### config.mk
export PLATFORM = sky130hd
export DESIGN_NAME = multicycle_controller_flat
export DESIGN_NICKNAME = d
export VERILOG_FILES = /design/src/rtl/multicycle_controller_if.sv /design/src/rtl/multicycle_controller.sv /design/src/flat_wrapper.sv
export SDC_FILE = /design/constraint.sdc
export NUM_CORES = 1
export LEC_CHECK = 0
export ABC_AREA = 1
export ABC_CLOCK_PERIOD_IN_PS = 1600
export BUFFER_PORTS_ARGS = -buffer_cell sky130_fd_sc_hd__buf_4
export CAP_MARGIN = 20
export CORE_MARGIN = 2
export CORE_UTILIZATION = 35
export DETAILED_ROUTE_END_ITERATION = 16
export GPL_ROUTABILITY_DRIVEN = 0
export SLEW_MARGIN = 20
export SYNTH_ARGS = -nofsm -noshare
export SYNTH_HDL_FRONTEND = slang
export SYNTH_SLANG_ARGS = --single-unit
### constraint.sdc
create_clock -name clk -period 1.6 [get_ports clk]
set_clock_uncertainty 0.2 [all_clocks]
set_input_delay 0.08 -clock clk [delete_from_list [all_inputs] [get_ports clk]]
set_output_delay 0.08 -clock clk [all_outputs]
set_load 0.01 [all_outputs]
### src/rtl/multicycle_controller_if.sv
// Control bundle between the multicycle controller and its datapath.
interface multicycle_controller_if;
    logic [5:0] op;
    logic [5:0] funct;
    logic       zero;
    logic       memready;
    logic       pcen;
    logic       irwrite;
    logic       iord;
    logic       memwrite;
    logic       byte_enable;
    logic       regwrite;
    logic       regdst;
    logic       memtoreg;
    logic       alusrca;
    logic [1:0] alusrcb;
    logic [1:0] pcsrc;
    logic [3:0] alucontrol;
    logic       res_zeroextimm;
    logic [3:0] state;

    // Controller side: decodes instruction fields, drives all selects and strobes.
    modport master (
        input  op, funct, zero, memready,
        output pcen, irwrite, iord, memwrite, byte_enable, regwrite, regdst,
               memtoreg, alusrca, alusrcb, pcsrc, alucontrol, res_zeroextimm, state
    );

    // Datapath side.
    modport slave (
        output op, funct, zero, memready,
        input  pcen, irwrite, iord, memwrite, byte_enable, regwrite, regdst,
               memtoreg, alusrca, alusrcb, pcsrc, alucontrol, res_zeroextimm, state
    );
endinterface

### src/rtl/multicycle_controller.sv
// Moore control FSM for a multicycle MIPS datapath with a shared ALU and a
// unified memory port that completes accesses on a memready handshake.
module multicycle_controller (
    input  logic                    clk,
    input  logic                    reset,
    multicycle_controller_if.master ctrl
);

    localparam logic [5:0] OP_R    = 6'b000000;
    localparam logic [5:0] OP_LW   = 6'b100011;
    localparam logic [5:0] OP_SW   = 6'b101011;
    localparam logic [5:0] OP_LB   = 6'b100000;
    localparam logic [5:0] OP_SB   = 6'b101000;
    localparam logic [5:0] OP_BEQ  = 6'b000100;
    localparam logic [5:0] OP_BNE  = 6'b000101;
    localparam logic [5:0] OP_ADDI = 6'b001000;
    localparam logic [5:0] OP_ANDI = 6'b001100;
    localparam logic [5:0] OP_ORI  = 6'b001101;
    localparam logic [5:0] OP_J    = 6'b000010;

    localparam logic [5:0] F_ADD = 6'b100000;
    localparam logic [5:0] F_SUB = 6'b100010;
    localparam logic [5:0] F_AND = 6'b100100;
    localparam logic [5:0] F_OR  = 6'b100101;
    localparam logic [5:0] F_SLT = 6'b101010;
    localparam logic [5:0] F_NOR = 6'b100111;

    localparam logic [3:0] ALU_AND = 4'b0000;
    localparam logic [3:0] ALU_OR  = 4'b0001;
    localparam logic [3:0] ALU_ADD = 4'b0010;
    localparam logic [3:0] ALU_SUB = 4'b0110;
    localparam logic [3:0] ALU_SLT = 4'b0111;
    localparam logic [3:0] ALU_NOR = 4'b1100;

    typedef enum logic [3:0] {
        S_FETCH   = 4'd0,
        S_DECODE  = 4'd1,
        S_MEMADR  = 4'd2,
        S_MEMRD   = 4'd3,
        S_MEMWB   = 4'd4,
        S_MEMWR   = 4'd5,
        S_RTYPEEX = 4'd6,
        S_RTYPEWB = 4'd7,
        S_BEQEX   = 4'd8,
        S_BNEEX   = 4'd9,
        S_IMMEX   = 4'd10,
        S_IMMWB   = 4'd11,
        S_JEX     = 4'd12
    } state_e;

    state_e     state_q;
    logic [5:0] op_q;
    logic [5:0] funct_q;

    logic pcwrite;
    logic branch_eq;
    logic branch_ne;
    logic irwrite_raw;
    logic regwrite_raw;
    logic memwrite_raw;

    // True for the R-type function codes this datapath implements.
    function automatic logic funct_legal(input logic [5:0] f);
        case (f)
            F_ADD, F_SUB, F_AND, F_OR, F_SLT, F_NOR: funct_legal = 1'b1;
            default:                                funct_legal = 1'b0;
        endcase
    endfunction

    // ALU operation for an R-type function code.
    function automatic logic [3:0] funct_alu(input logic [5:0] f);
        case (f)
            F_SUB:   funct_alu = ALU_SUB;
            F_AND:   funct_alu = ALU_AND;
            F_OR:    funct_alu = ALU_OR;
            F_SLT:   funct_alu = ALU_SLT;
            F_NOR:   funct_alu = ALU_NOR;
            default: funct_alu = ALU_ADD;
        endcase
    endfunction

    // State sequencing; op/funct are captured on DECODE exit so later fetch-side changes cannot leak in.
    always_ff @(posedge clk) begin
        if (reset) begin
            state_q <= S_FETCH;
            op_q    <= 6'd0;
            funct_q <= 6'd0;
        end else begin
            case (state_q)
                S_FETCH: begin
                    if (ctrl.memready) state_q <= S_DECODE;
                end
                S_DECODE: begin
                    op_q    <= ctrl.op;
                    funct_q <= ctrl.funct;
                    case (ctrl.op)
                        OP_LW, OP_LB, OP_SW, OP_SB: state_q <= S_MEMADR;
                        OP_R:    state_q <= funct_legal(ctrl.funct) ? S_RTYPEEX : S_FETCH;
                        OP_BEQ:  state_q <= S_BEQEX;
                        OP_BNE:  state_q <= S_BNEEX;
                        OP_ADDI, OP_ANDI, OP_ORI: state_q <= S_IMMEX;
                        OP_J:    state_q <= S_JEX;
                        default: state_q <= S_FETCH;
                    endcase
                end
                S_MEMADR: begin
                    state_q <= (op_q == OP_LW || op_q == OP_LB) ? S_MEMRD : S_MEMWR;
                end
                S_MEMRD: begin
                    if (ctrl.memready) state_q <= S_MEMWB;
                end
                S_MEMWR: begin
                    if (ctrl.memready) state_q <= S_FETCH;
                end
                S_RTYPEEX: state_q <= S_RTYPEWB;
                S_IMMEX:   state_q <= S_IMMWB;
                default:   state_q <= S_FETCH;
            endcase
        end
    end

    // Moore output decode from the current state and latched fields; strobes are gated by reset.
    always_comb begin
        pcwrite             = 1'b0;
        branch_eq           = 1'b0;
        branch_ne           = 1'b0;
        irwrite_raw         = 1'b0;
        regwrite_raw        = 1'b0;
        memwrite_raw        = 1'b0;
        ctrl.iord           = 1'b0;
        ctrl.byte_enable    = 1'b0;
        ctrl.regdst         = 1'b0;
        ctrl.memtoreg       = 1'b0;
        ctrl.alusrca        = 1'b0;
        ctrl.alusrcb        = 2'b00;
        ctrl.pcsrc          = 2'b00;
        ctrl.alucontrol     = ALU_ADD;
        ctrl.res_zeroextimm = 1'b0;
        case (state_q)
            S_FETCH: begin
                ctrl.alusrcb = 2'b01;
                irwrite_raw  = ctrl.memready;
                pcwrite      = ctrl.memready;
            end
            S_DECODE: begin
                ctrl.alusrcb = 2'b11;
            end
            S_MEMADR: begin
                ctrl.alusrca = 1'b1;
                ctrl.alusrcb = 2'b10;
            end
            S_MEMRD: begin
                ctrl.iord        = 1'b1;
                ctrl.byte_enable = (op_q == OP_LB);
            end
            S_MEMWB: begin
                ctrl.memtoreg    = 1'b1;
                regwrite_raw     = 1'b1;
                ctrl.byte_enable = (op_q == OP_LB);
            end
            S_MEMWR: begin
                ctrl.iord        = 1'b1;
                memwrite_raw     = 1'b1;
                ctrl.byte_enable = (op_q == OP_SB);
            end
            S_RTYPEEX: begin
                ctrl.alusrca    = 1'b1;
                ctrl.alucontrol = funct_alu(funct_q);
            end
            S_RTYPEWB: begin
                ctrl.regdst  = 1'b1;
                regwrite_raw = 1'b1;
            end
            S_BEQEX, S_BNEEX: begin
                ctrl.alusrca    = 1'b1;
                ctrl.alucontrol = ALU_SUB;
                ctrl.pcsrc      = 2'b01;
                branch_eq       = (state_q == S_BEQEX);
                branch_ne       = (state_q == S_BNEEX);
            end
            S_IMMEX: begin
                ctrl.alusrca        = 1'b1;
                ctrl.alusrcb        = 2'b10;
                ctrl.res_zeroextimm = (op_q == OP_ANDI || op_q == OP_ORI);
                if (op_q == OP_ANDI)     ctrl.alucontrol = ALU_AND;
                else if (op_q == OP_ORI) ctrl.alucontrol = ALU_OR;
                else                     ctrl.alucontrol = ALU_ADD;
            end
            S_IMMWB: begin
                regwrite_raw        = 1'b1;
                ctrl.res_zeroextimm = (op_q == OP_ANDI || op_q == OP_ORI);
            end
            S_JEX: begin
                ctrl.pcsrc = 2'b10;
                pcwrite    = 1'b1;
            end
            default: begin
                pcwrite = 1'b0;
            end
        endcase
    end

    // Architectural strobes are suppressed in any reset cycle so an aborted instruction leaves no trace.
    assign ctrl.pcen     = ~reset & (pcwrite | (branch_eq & ctrl.zero) | (branch_ne & ~ctrl.zero));
    assign ctrl.irwrite  = ~reset & irwrite_raw;
    assign ctrl.regwrite = ~reset & regwrite_raw;
    assign ctrl.memwrite = ~reset & memwrite_raw;
    assign ctrl.state    = 4'(state_q);

endmodule

### src/flat_wrapper.sv
// flat-port wrapper written by rule: the top's interface ports become plain ports
module multicycle_controller_flat 
  (clk, reset, ctrl_op, ctrl_funct, ctrl_zero, ctrl_memready, ctrl_pcen, ctrl_irwrite, ctrl_iord, ctrl_memwrite, ctrl_byte_enable, ctrl_regwrite, ctrl_regdst, ctrl_memtoreg, ctrl_alusrca, ctrl_alusrcb, ctrl_pcsrc, ctrl_alucontrol, ctrl_res_zeroextimm, ctrl_state);
  multicycle_controller_if ctrl_i ();
  input  logic clk;
  input  logic reset;
  input wire logic [$bits(ctrl_i.op)-1:0] ctrl_op;
  input wire logic [$bits(ctrl_i.funct)-1:0] ctrl_funct;
  input wire logic [$bits(ctrl_i.zero)-1:0] ctrl_zero;
  input wire logic [$bits(ctrl_i.memready)-1:0] ctrl_memready;
  output wire logic [$bits(ctrl_i.pcen)-1:0] ctrl_pcen;
  output wire logic [$bits(ctrl_i.irwrite)-1:0] ctrl_irwrite;
  output wire logic [$bits(ctrl_i.iord)-1:0] ctrl_iord;
  output wire logic [$bits(ctrl_i.memwrite)-1:0] ctrl_memwrite;
  output wire logic [$bits(ctrl_i.byte_enable)-1:0] ctrl_byte_enable;
  output wire logic [$bits(ctrl_i.regwrite)-1:0] ctrl_regwrite;
  output wire logic [$bits(ctrl_i.regdst)-1:0] ctrl_regdst;
  output wire logic [$bits(ctrl_i.memtoreg)-1:0] ctrl_memtoreg;
  output wire logic [$bits(ctrl_i.alusrca)-1:0] ctrl_alusrca;
  output wire logic [$bits(ctrl_i.alusrcb)-1:0] ctrl_alusrcb;
  output wire logic [$bits(ctrl_i.pcsrc)-1:0] ctrl_pcsrc;
  output wire logic [$bits(ctrl_i.alucontrol)-1:0] ctrl_alucontrol;
  output wire logic [$bits(ctrl_i.res_zeroextimm)-1:0] ctrl_res_zeroextimm;
  output wire logic [$bits(ctrl_i.state)-1:0] ctrl_state;
  assign ctrl_i.op = ctrl_op;
  assign ctrl_i.funct = ctrl_funct;
  assign ctrl_i.zero = ctrl_zero;
  assign ctrl_i.memready = ctrl_memready;
  assign ctrl_pcen = ctrl_i.pcen;
  assign ctrl_irwrite = ctrl_i.irwrite;
  assign ctrl_iord = ctrl_i.iord;
  assign ctrl_memwrite = ctrl_i.memwrite;
  assign ctrl_byte_enable = ctrl_i.byte_enable;
  assign ctrl_regwrite = ctrl_i.regwrite;
  assign ctrl_regdst = ctrl_i.regdst;
  assign ctrl_memtoreg = ctrl_i.memtoreg;
  assign ctrl_alusrca = ctrl_i.alusrca;
  assign ctrl_alusrcb = ctrl_i.alusrcb;
  assign ctrl_pcsrc = ctrl_i.pcsrc;
  assign ctrl_alucontrol = ctrl_i.alucontrol;
  assign ctrl_res_zeroextimm = ctrl_i.res_zeroextimm;
  assign ctrl_state = ctrl_i.state;
  multicycle_controller u_core (.clk(clk), .reset(reset), .ctrl(ctrl_i));
endmodule
==> impl_metrics.env <==
export IMPL_cts_tree="yes"
export IMPL_clockBufferDepth=2
export IMPL_grt_pass1_vias=1271
export IMPL_io_pins=38
export IMPL_grtUsageTotal=0.195
export IMPL_cts_made_buffers=3
export IMPL_finalSetupViolations=8
export IMPL_path_class="flop to output port"
export IMPL_die_y_um=60.8
export IMPL_routed_wirelength_mm=3.47
export IMPL_worstHoldPathType="flop to flop"
export IMPL_core_area_um2=3050
export IMPL_worst_pin_slew_ns=0.325
export IMPL_finalHoldWorstSlack_ns=0.311
export IMPL_grt_pass1_wl_mm=5.50
export IMPL_drtIter0Drc=75
export IMPL_wl_per_cell_um=11.6
export IMPL_dieWidth_um=60.8
export IMPL_drive_gt1_frac=0.404
export IMPL_finalSetupTns_ns=-0.495
export IMPL_final_cells=299
export IMPL_syn_area_per_cell_um2=5.92
export IMPL_dp_cells=273
export IMPL_rsz0062_at_grt="yes"
export IMPL_status="complete, but fails checks"
export IMPL_ant_nets=0
export IMPL_worstPathRequired_ns=1.32
export IMPL_hold_viol_final=0
export IMPL_synth_edf_count=0
export IMPL_maxCapViolations=0
export IMPL_antenna_found_initial=0
export IMPL_peakVddDrop_uv=303
export IMPL_fmax_ghz=0.584
export IMPL_vias=1429
export IMPL_ys_warn_count=0
export IMPL_p_leak_nw=0.865
export IMPL_initial_core_util=0.370
export IMPL_end_kind="output port"
export IMPL_dieArea_um2=3700
export IMPL_ys_types=24
export IMPL_ys_seq_area_frac=0.283
export IMPL_n_antenna_cell=0
export IMPL_final_min_clock_period_ns=1.71
export IMPL_grt_max_degree=14
export IMPL_worstPathArrival_ns=1.43
export IMPL_dr_pass1_iters=4
export IMPL_dominantRegCellSynth="dfxtp_1"
export IMPL_syn_inst=191
export IMPL_synthArstFlopShare=0
export IMPL_synth_seq_cells=16
export IMPL_std_cell_rows=20
export IMPL_avgViaCountPerCell=4.78
export IMPL_pre_cts_ws_ns=0.0106
export IMPL_htreeDepth=1
export IMPL_insertion_delay_ns=0.28
export IMPL_port_buffer_count=37
export IMPL_syn_area_um2=1130
export IMPL_start_kind="flop"
export IMPL_slew_viol_final=0
export IMPL_violations="negative setup slack"
export IMPL_clk_pin_slew_worst_paths_ns=0.09
export IMPL_root_buffer="clkbuf_4"
export IMPL_drc=0
export IMPL_period_share=1.07
export IMPL_post_dp_hpwl_mm=2.44
export IMPL_relSlewSlack=0.783
export IMPL_p_total_uw=992
export IMPL_syn2layout_area_growth_pct=65.2
export IMPL_grt_overflow=0
export IMPL_p_per_area_nw_per_um2=531
export IMPL_fin_ws_ns=-0.112
export IMPL_syn_nets=207
export IMPL_layout_nets=273
export IMPL_path_max_fanout=4
export IMPL_clock_sinks=16
==> worst max-delay path: stages, from the launching register on <==
cell	delay, ns
dfxtp_4	0.40
inv_2	0.06
nor2_4	0.12
inv_2	0.08
nor2_4	0.10
inv_2	0.06
a211oi_2	0.18
buf_4	0.15
==> sequential cells by signal (all words and copies together) (netlist names) <==
| signal | cells |
|---|---|
| u_core.funct_q | 6 |
| u_core.op_q | 6 |
| u_core.ctrl.state | 4 |
==> cell type report <==
cell class              instances  area, µm²
clock buffers                   3       22.5
fillers                       305       1190
inverters                      36        140
multi-input cells             135        771
flip-flops and latches         16        340
well taps                      44       55.1
repair buffers                 65        538
==> through the flow <==
step	area, µm²	utilization
floorplan	1130	-
global placement	1480	0.484
detailed placement	1480	0.484
CTS	1730	0.567
global route	1870	0.611
finish	1870	0.611
==> report_power, final <==
part / internal (mW) / switching [mW] / total (mW)
combinational: 0.148 / 0.168 / 0.316
sequential: 0.431 / 0.0384 / 0.470
clock: 0.0872 / 0.119 / 0.206
==> cell families after synthesis <==
logic type	Yosys count	synth area share
buffers and inverters	40	0.140
flip-flops	16	0.284
AO/OA/AOI/OAI	38	0.178
AND/OR/NAND/NOR	97	0.399
==> worst paths after layout <==
path                             start              endpoint  slack (ns)  cells after the start
setup / recovery  u_core.ctrl.state[2]      ctrl_byte_enable       -0.11                      7
hold / removal       u_core.funct_q[2]     u_core.funct_q[2]        0.31                      2
setup reg to reg  u_core.ctrl.state[2]  u_core.ctrl.state[1]        0.07                      9
hold reg to reg      u_core.funct_q[2]     u_core.funct_q[2]        0.31                      2
==> per-layer routing <==
layer / vias to the layer above / wire [µm] / track usage
met3: 4 / 143 / 0.0213
met2: 41 / 1730 / 0.333
li1: 736 / - / -
met5: - / 0 / 0
met4: 0 / 48 / 0.0714
met1: 648 / 1550 / 0.253
==> what timing repair did <==
item	4_1_cts	5_1_grt
buffers inserted	4	5
hold buffers	14	0
setup endpoints to repair	16	18
gates resized for setup	25	34
endpoints found under the hold margin	15	0
pin swaps	6	18
==> synthesized netlist by cell type (all sizes together) (3+ instances only) <==
master  count  share of area
a21oi      16          0.071
buf         3          0.017
dfxtp      16           0.28
inv        36           0.12
nand2      38           0.14
nand3      11          0.049
nand4       4          0.022
nor2       36           0.15
nor3        7          0.035
o21ai      18          0.083
==> placed cells by master (no fill, tap or decap) <==
cell type / Yosys / layout
dfxtp_1: 16 / 10
nor2_1: 30 / 21
nor3_4: 0 / 1
nor3_2: 1 / 2
a21oi_1: 16 / 16
o21ai_1: 0 / 4
dfxtp_2: 0 / 1
nand3b_1: 1 / 1
o21ai_2: 1 / 1
nand2_4: 1 / 2
nand3_1: 11 / 9
o21bai_1: 1 / 1
dfxtp_4: 0 / 5
inv_1: 31 / 23
nand2_1: 34 / 30
dlygate4sd3_1: 0 / 14
inv_4: 0 / 2
a31oi_1: 1 / 1
clkbuf_4: 0 / 3
o21ai_0: 17 / 13
nor2_4: 3 / 13
nor2_2: 3 / 2
buf_6: 0 / 4
buf_4: 2 / 47
inv_2: 5 / 11
nor3_1: 6 / 4
nand3_2: 0 / 2
nand2_2: 3 / 6
a211oi_2: 0 / 1
o22ai_1: 1 / 1
nand4_1: 4 / 4
Power figures use the tool's default switching activity.
